==> src/rtl/ppu_vram_arbiter.sv <==
// ppu_vram_arbiter: single owner of the PPU VRAM bus. It arbitrates single-beat accesses
// from three requesters: render fetch, palette colour loader and the CPU $2007 port.
//
// Ports:
//   clk, rst                      clock; asynchronous active-low reset
//   rnd_req/addr -> rnd_gnt       render fetch, read only; rnd_rvalid strobes its result
//   col_req/addr -> col_gnt       colour loader, read only; col_rvalid strobes its result
//   cpu_req/we/addr/wdata         CPU port, read or write; cpu_gnt, cpu_rvalid (reads only)
//   rdata                         registered read data shared by all requesters
//   vram_addr/wdata/we            VRAM bus; the address is masked to the 14-bit PPU space
//   vram_data_in                  VRAM read data, valid READ_LAT cycles after the address
//   owner                         0 none, 1 render, 2 colour, 3 CPU
module ppu_vram_arbiter #(
  parameter int unsigned READ_LAT     = 1,
  parameter int unsigned CPU_MAX_WAIT = 64
) (
  input  logic        clk,
  input  logic        rst,
  input  logic        rnd_req,
  input  logic [15:0] rnd_addr,
  output logic        rnd_gnt,
  output logic        rnd_rvalid,
  input  logic        col_req,
  input  logic [15:0] col_addr,
  output logic        col_gnt,
  output logic        col_rvalid,
  input  logic        cpu_req,
  input  logic        cpu_we,
  input  logic [15:0] cpu_addr,
  input  logic [7:0]  cpu_wdata,
  output logic        cpu_gnt,
  output logic        cpu_rvalid,
  output logic [7:0]  rdata,
  output logic [15:0] vram_addr,
  output logic [7:0]  vram_wdata,
  output logic        vram_we,
  input  logic [7:0]  vram_data_in,
  output logic [1:0]  owner
);

  localparam int unsigned CNT_W  = $clog2(READ_LAT + 1);
  localparam int unsigned WAIT_W = 8;
  localparam logic [15:0] ADDR_MASK = 16'h3FFF;

  localparam logic [1:0] OWN_NONE = 2'd0;
  localparam logic [1:0] OWN_RND  = 2'd1;
  localparam logic [1:0] OWN_COL  = 2'd2;
  localparam logic [1:0] OWN_CPU  = 2'd3;

  typedef enum logic [1:0] {IDLE, READ, WRITE} state_t;

  state_t              state_q, state_d;
  logic [CNT_W-1:0]    cnt_q, cnt_d;
  logic [WAIT_W-1:0]   cpu_wait, cpu_wait_d;
  logic [1:0]          owner_d, win_c;
  logic                rnd_gnt_d, col_gnt_d, cpu_gnt_d;
  logic                rnd_rvalid_d, col_rvalid_d, cpu_rvalid_d;
  logic [7:0]          rdata_d, vram_wdata_d;
  logic [15:0]         vram_addr_d;
  logic                vram_we_d;
  logic                cpu_force_c;

  // A CPU request that has lost arbitration long enough overrides the fixed priority.
  assign cpu_force_c = (32'(cpu_wait) >= CPU_MAX_WAIT);

  // Next-state and next-output logic.
  always_comb begin
    state_d      = state_q;
    cnt_d        = cnt_q;
    owner_d      = owner;
    rnd_gnt_d    = 1'b0;
    col_gnt_d    = 1'b0;
    cpu_gnt_d    = 1'b0;
    rnd_rvalid_d = 1'b0;
    col_rvalid_d = 1'b0;
    cpu_rvalid_d = 1'b0;
    rdata_d      = rdata;
    vram_addr_d  = vram_addr;
    vram_wdata_d = vram_wdata;
    vram_we_d    = 1'b0;
    win_c        = OWN_NONE;

    case (state_q)
      IDLE: begin
        owner_d = OWN_NONE;
        if (cpu_req && cpu_force_c) win_c = OWN_CPU;
        else if (col_req)           win_c = OWN_COL;
        else if (rnd_req)           win_c = OWN_RND;
        else if (cpu_req)           win_c = OWN_CPU;

        cnt_d = '0;
        case (win_c)
          OWN_RND: begin
            rnd_gnt_d   = 1'b1;
            owner_d     = OWN_RND;
            vram_addr_d = rnd_addr & ADDR_MASK;
            state_d     = READ;
          end
          OWN_COL: begin
            col_gnt_d   = 1'b1;
            owner_d     = OWN_COL;
            vram_addr_d = col_addr & ADDR_MASK;
            state_d     = READ;
          end
          OWN_CPU: begin
            cpu_gnt_d   = 1'b1;
            owner_d     = OWN_CPU;
            vram_addr_d = cpu_addr & ADDR_MASK;
            if (cpu_we) begin
              vram_we_d    = 1'b1;
              vram_wdata_d = cpu_wdata;
              state_d      = WRITE;
            end else begin
              state_d = READ;
            end
          end
          default: ;
        endcase
      end

      // Hold the address READ_LAT+1 cycles, capture data on the last one.
      READ: begin
        if (cnt_q == CNT_W'(READ_LAT)) begin
          rdata_d = vram_data_in;
          state_d = IDLE;
          owner_d = OWN_NONE;
          case (owner)
            OWN_RND: rnd_rvalid_d = 1'b1;
            OWN_COL: col_rvalid_d = 1'b1;
            OWN_CPU: cpu_rvalid_d = 1'b1;
            default: ;
          endcase
        end else begin
          cnt_d = cnt_q + CNT_W'(1);
        end
      end

      WRITE: begin
        state_d = IDLE;
        owner_d = OWN_NONE;
      end

      default: begin
        state_d = IDLE;
        owner_d = OWN_NONE;
      end
    endcase

    // CPU starvation counter: counts every cycle the CPU is left waiting.
    cpu_wait_d = cpu_wait;
    if (win_c == OWN_CPU || cpu_gnt) cpu_wait_d = '0;
    else if (cpu_req && cpu_wait != 8'hFF) cpu_wait_d = cpu_wait + 8'd1;
  end

  // State and output registers.
  always_ff @(posedge clk or negedge rst) begin
    if (!rst) begin
      state_q    <= IDLE;
      cnt_q      <= '0;
      cpu_wait   <= '0;
      owner      <= OWN_NONE;
      rnd_gnt    <= 1'b0;
      col_gnt    <= 1'b0;
      cpu_gnt    <= 1'b0;
      rnd_rvalid <= 1'b0;
      col_rvalid <= 1'b0;
      cpu_rvalid <= 1'b0;
      rdata      <= '0;
      vram_addr  <= '0;
      vram_wdata <= '0;
      vram_we    <= 1'b0;
    end else begin
      state_q    <= state_d;
      cnt_q      <= cnt_d;
      cpu_wait   <= cpu_wait_d;
      owner      <= owner_d;
      rnd_gnt    <= rnd_gnt_d;
      col_gnt    <= col_gnt_d;
      cpu_gnt    <= cpu_gnt_d;
      rnd_rvalid <= rnd_rvalid_d;
      col_rvalid <= col_rvalid_d;
      cpu_rvalid <= cpu_rvalid_d;
      rdata      <= rdata_d;
      vram_addr  <= vram_addr_d;
      vram_wdata <= vram_wdata_d;
      vram_we    <= vram_we_d;
    end
  end

endmodule

==> config.mk <==
export PLATFORM = sky130hd
export DESIGN_NAME = ppu_vram_arbiter
export DESIGN_NICKNAME = d
export VERILOG_FILES = /design/src/rtl/ppu_vram_arbiter.sv
export SDC_FILE = /design/constraint.sdc
export NUM_CORES = 1
export LEC_CHECK = 0
export CAP_MARGIN = 20
export CORE_UTILIZATION = 35
export CTS_CLUSTER_SIZE = 25
export DETAILED_ROUTE_END_ITERATION = 6
export DONT_BUFFER_PORTS = 1
export GPL_TIMING_DRIVEN = 0
export PLACE_DENSITY = 0.49
export SYNTH_ARGS = -nofsm -noshare
export SYNTH_HDL_FRONTEND = slang
export SYNTH_SLANG_ARGS = --single-unit
export TNS_END_PERCENT = 10
==> constraint.sdc <==
create_clock -name clk -period 2 [get_ports clk]
set_clock_uncertainty 0.05 [all_clocks]
set_input_delay 0.3 -clock clk [delete_from_list [all_inputs] [get_ports clk]]
set_output_delay 0.3 -clock clk [all_outputs]
set_load 0.01 [all_outputs]
==> out/results.ini, run 1 <==
[timing]
finalMaxSlewViolations=0
setup_viol=0
final-hold-violation-count=0
fin_crit_ns=1.90
timing.final.ws_setup_ns=0.0969
fmax_mhz=525
hold_ws_ns=0.0492
fin_crit_sh_pct=95.2

[synth]
synth_cells=226
synth-async-reset-ratio_pct=100
ys.flop_type=dfrtp_1
ys_types=41
synthTopCellsByArea=dfrtp_1 53%, nand2_1 7.2%, a22oi_1 4.5%
yosysSeqAreaShare_pct=53.0
synth_edf_count=0
synth_area_leader_cell=dfrtp_1
yosysMostFrequentCell=dfrtp_1
postSynthAreaPerCell_um2=10.4
ys.warnings.count=0
synth_commonest_cells=50 x dfrtp_1, 45 x nand2_1, 24 x nor2_1
synth-seq-cells=50
netlist.area_leader.share_pct=53.0
syn-cell-area_um2=2360

[status]
violations=DRC
status=complete, but fails checks

[floorplanning]
num_io_pins=111
rows=29
core_area_um2=6420
dieArea_um2=7080
start_util_pct=36.8
die_w_um=84.1
die_h_um=84.1

[setup_path]
cp-end-kind=flop
path_common_cell=buf_6
rrSetupSlack_ns=0.1
worst_path_dominant_cell_family=flip-flops
path_cells=nor2_1, nand2_1, a21o_1, ha_2, buf_6, and3_4, buf_6, mux2_4
crit_fanout=10
worst-path-buf-inv=2
criticalPathCategory=reg -> reg
worstPathRequired_ns=2.14
r2r_start=cpu_wait[7]
worstSetupStartpoint=cpu_wait[7]
startpoint_type=flop
slowest_stage=dfrtp_1
cp_data_arrival_time_ns=2.04
slowest_delay_ns=0.41

[power_and_ir_drop]
leakage_uw=0.00124
p_per_area_nw_per_um2=1380
irDropWorstVdd_mv=0.518

[cells_and_area]
diodes=0
multiInputGateArea_um2=1010
fillers=616
drive_above_1_share_pct=23.0
fin_nets=318
area_delta_synth_final_pct=15.4
final_cells=321
area.sequential_um2=1250

[route]
drt_wl_total_um=4990
firstDrtPassIters=6
vias=1715
viasPerCell=5.34
antenna_left=0
dr.first_iter.drc_count=58
drc_errors=11
wire_per_inst_um=15.6

[clock_tree]
cts.path.max_buffers=2
cts.htree.levels=2
clock_latency_ns=0.30
cts_root_buffer=clkbuf_8
cts_tree=built
cts_num_sinks=50
cts.reportedPaths.clkPinSlew_ns=0.09
cts_buffers=5

[place]
place_ws_ns=-0.384
port_buffers=0
dp_hpwl_um=3430
gp_congestion=0.783
dp_cells=304

[grt]
first_global_vias=1663
grt-ovfl-total=0
grt_use_total_pct=14.6
grt_pass1_wl_um=8090
antenna_found_initial=0
grt_max_degree=51

[flow_run]
maxCapViolations=0

[hold_path]
hp-class=in -> reg
hp-start=vram_data_in[0]

final timing paths:
path                       cells after the start            end
max                                            8  vram_wdata[6]
min                                            2       rdata[0]
max reg2reg                                    8  vram_wdata[6]
min reg2reg                                    1     state_q[0]
max in group asynchronous                      2   vram_addr[2]
min in group asynchronous                      2       rdata[4]
cell usage in the layout (no fill, tap or decap), drive strengths merged, types with 2 or more instances in the layout:
| master | synthesis | final |
|---|---|---|
| a21oi | 3 | 3 |
| mux2 | 9 | 9 |
| nand2 | 45 | 45 |
| mux2i | 4 | 4 |
| ha | 5 | 5 |
| dfrtp | 50 | 50 |
| and2 | 3 | 3 |
| nand3 | 3 | 3 |
| nor2 | 26 | 26 |
| buf | 12 | 21 |
| nand3b | 3 | 3 |
| nor3 | 2 | 2 |
| conb | 1 | 2 |
| bufinv | 0 | 2 |
| nand4 | 2 | 2 |
| and3 | 4 | 4 |
| inv | 6 | 6 |
| o21ai | 7 | 7 |
| a22oi | 14 | 14 |
| clkbuf | 1 | 6 |
| a31oi | 16 | 16 |
state kept, by name, summed over array words and instances (netlist names), 2 cells and up:
register	cells
state_q	2
owner	2
vram_wdata	8
rdata	8
cpu_wait	8
vram_addr	14
stage by stage:
step	setup TNS [ns]	cell area, um2	util [%]	total power [uW]
global placement	-5.16	2460	38.3	2860
CTS	0	2680	41.7	3790
detailed placement	-5.48	2460	38.3	2880
floorplan	0	2360	-	2620
global route	-0.00497	2730	42.4	4040
finish	0	2730	42.4	3760
metal layers:
metal	part of all wire (%)	wire length, um	vias up	global-route usage [%]
met3	6.8	339	6	3.93
met5	0	0	-	0
met4	1.8	89	0	5.96
met1	41	2060	826	16.9
li1	-	-	809	-
met2	50	2510	74	25.6
cell type report:
cell class | instances | share of cell area (%)
flip-flops and latches | 50 | 45.9
multi-input cells | 158 | 37.2
plain buffers | 12 | 3.72
repair buffers | 10 | 3.58
well taps | 77 | 3.54
clock buffers | 6 | 3.03
clock inverters | 2 | 2.20
inverters | 6 | 0.826
timing repair:
item / 4_1_cts / 5_1_grt
resized for setup: 5 / 4
pin swaps: 1 / 3
setup buffers: 3 / 5
hold buffers: 2 / 0
endpoints found under the setup margin: 23 / 20
cloned: 0 / 0
hold endpoints to repair: 50 / 0
kinds of logic (layout without fill, tap and decap cells):
kind of cell | count (synthesis) | in the layout | synth area share (%)
flip-flops | 50 | 50 | 53.0
AND/OR/NAND/NOR | 92 | 92 | 18.4
buffers and inverters | 19 | 36 | 5.03
multiplexers | 13 | 13 | 6.15
adder cells (fa/ha/maj) | 5 | 5 | 2.65
AO/OA/AOI/OAI | 45 | 45 | 14.3
XOR/XNOR | 1 | 1 | 0.371
other | 1 | 2 | 0.159
report_power, final:
part	internal [uW]	switching, uW	total, uW
clock network	533	335	869
logic	469	539	1010
registers	1420	471	1890
total	2420	1350	3760
Note: power is estimated with default switching activity, not from simulation.
==> run 2: changes to the inputs <==
Settings changed: SKIP_CTS_REPAIR_TIMING set to 1, SKIP_LAST_GASP set to 1.
==> run 2 against run 1 <==
  * Critical path type unchanged
  * The run still ends with DRC left
  * Critical path depth rose by 1
  * Core utilization fell by 0.21 points
  * Cell area fell by 0.50%
  * Combinational power hardly changed
  * Register-to-register slack got worse by 0.07 ns
  * Die area is the same
  * Non-clock buffer count shrank 3
  * Critical endpoint unchanged
  * Highest routed layer unchanged
  * Setup slack worse by 0.067 ns
==> out/results.ini, run 2 (synthesis results as in run 1) <==
[status]
status=complete, but fails checks
violations=DRC

[clock_tree]
cts_root_buffer=clkbuf_8
cts_buffers=5
cts_tree=built
cts_num_sinks=50
cts.path.max_buffers=2
cts.htree.levels=2
clock_latency_ns=0.30
cts.reportedPaths.clkPinSlew_ns=0.09

[route]
drt_wl_total_um=5000
vias=1686
firstDrtPassIters=6
antenna_left=0
dr.first_iter.drc_count=48
wire_per_inst_um=15.7
drc_errors=11
viasPerCell=5.30

[setup_path]
worst-path-buf-inv=3
cp_data_arrival_time_ns=2.11
slowest_delay_ns=0.44
slowest_stage=dfrtp_2
path_cells=o21ai_2, nand2_1, o21ai_4, inv_1, ha_1, buf_6, and3_4, buf_6, mux2_4
worst_path_dominant_cell_family=flip-flops
path_common_cell=buf_6
criticalPathCategory=reg -> reg
cp-end-kind=flop
crit_fanout=10
worstPathRequired_ns=2.14
startpoint_type=flop

[hold_path]
hp-class=in -> reg

[timing]
timing.final.ws_setup_ns=0.0298
finalMaxSlewViolations=0
final-hold-violation-count=0
fin_crit_sh_pct=98.5
hold_ws_ns=0.0488
rsz0062_at_grt=true
fin_crit_ns=1.97
setup_viol=0
fmax_mhz=508
setup_tns_ns=0

[cells_and_area]
area.sequential_um2=1250
final_cells=318
diodes=0
area_delta_synth_final_pct=14.8
regMostFlops=vram_addr
fillers=615
largest_register_ffs=14
final_common_cell=dfrtp_1
drive_above_1_share_pct=22.8
final_cell_mix=48 x dfrtp_1, 45 x nand2_1, 24 x nor2_1
multiInputGateArea_um2=1020
fin_nets=315

[floorplanning]
core_area_um2=6420
num_io_pins=111
rows=29
start_util_pct=36.8
die_h_um=84.1
dieArea_um2=7080
die_w_um=84.1

[place]
port_buffers=0
dp_hpwl_um=3430
place_ws_ns=-0.384
gp_congestion=0.783
dp_cells=304

[grt]
antenna_found_initial=0
grt-ovfl-total=0
grt_pass1_wl_um=7960
first_global_vias=1622
grt_max_degree=51
grt_use_total_pct=14.4

[power_and_ir_drop]
irDropWorstVdd_mv=0.522
p_per_area_nw_per_um2=1390
p_total_uw=3760
leakage_uw=0.00123

[flow_run]
maxCapViolations=0

-- run 2: final timing paths --
| kind | from | end | slack [ns] | cells past startpoint |
|---|---|---|---|---|
| worst max-delay path | cpu_wait[7] | vram_wdata[6] | 0.03 | 9 |
| worst min-delay path | vram_data_in[3] | rdata[3] | 0.05 | 2 |
| worst max register to register | cpu_wait[7] | vram_wdata[6] | 0.03 | 9 |
| worst min register to register | cnt_q | state_q[0] | 0.48 | 1 |
| max in group asynchronous | rst | cpu_wait[7] | 1.20 | 2 |
| min in group asynchronous | rst | rdata[1] | 0.47 | 2 |
-- run 2: final cells by class --
class	instances	share of cell area (%)
Clock inverter	2	2.22
Inverter	6	0.831
Sequential cell	50	46.2
Clock buffer	6	3.05
Tap cell	77	3.55
Multi-Input combinational cell	158	37.6
Timing Repair Buffer	7	2.77
Buffer	12	3.74
-- run 2: power breakdown --
group | leakage, uW | internal (uW) | switching, uW
Sequential | 0.000613 | 1420 | 468
Clock | 0.0000714 | 533 | 337
Combinational | 0.000542 | 467 | 542
-- run 2: metal layers --
layer,global-route usage [%],routed length (um),vias to the layer above
li1,-,-,805
met1,17.2,2120,811
met2,24.5,2490,64
met3,3.93,319,6
met4,5.96,74,0
met5,0,0,-
-- run 2: stage by stage --
step                area, um2  util (%)
global placement         2460      38.3
global route             2710      42.2
CTS                      2600      40.5
detailed placement       2460      38.3
finish                   2710      42.2
floorplan                2360         -
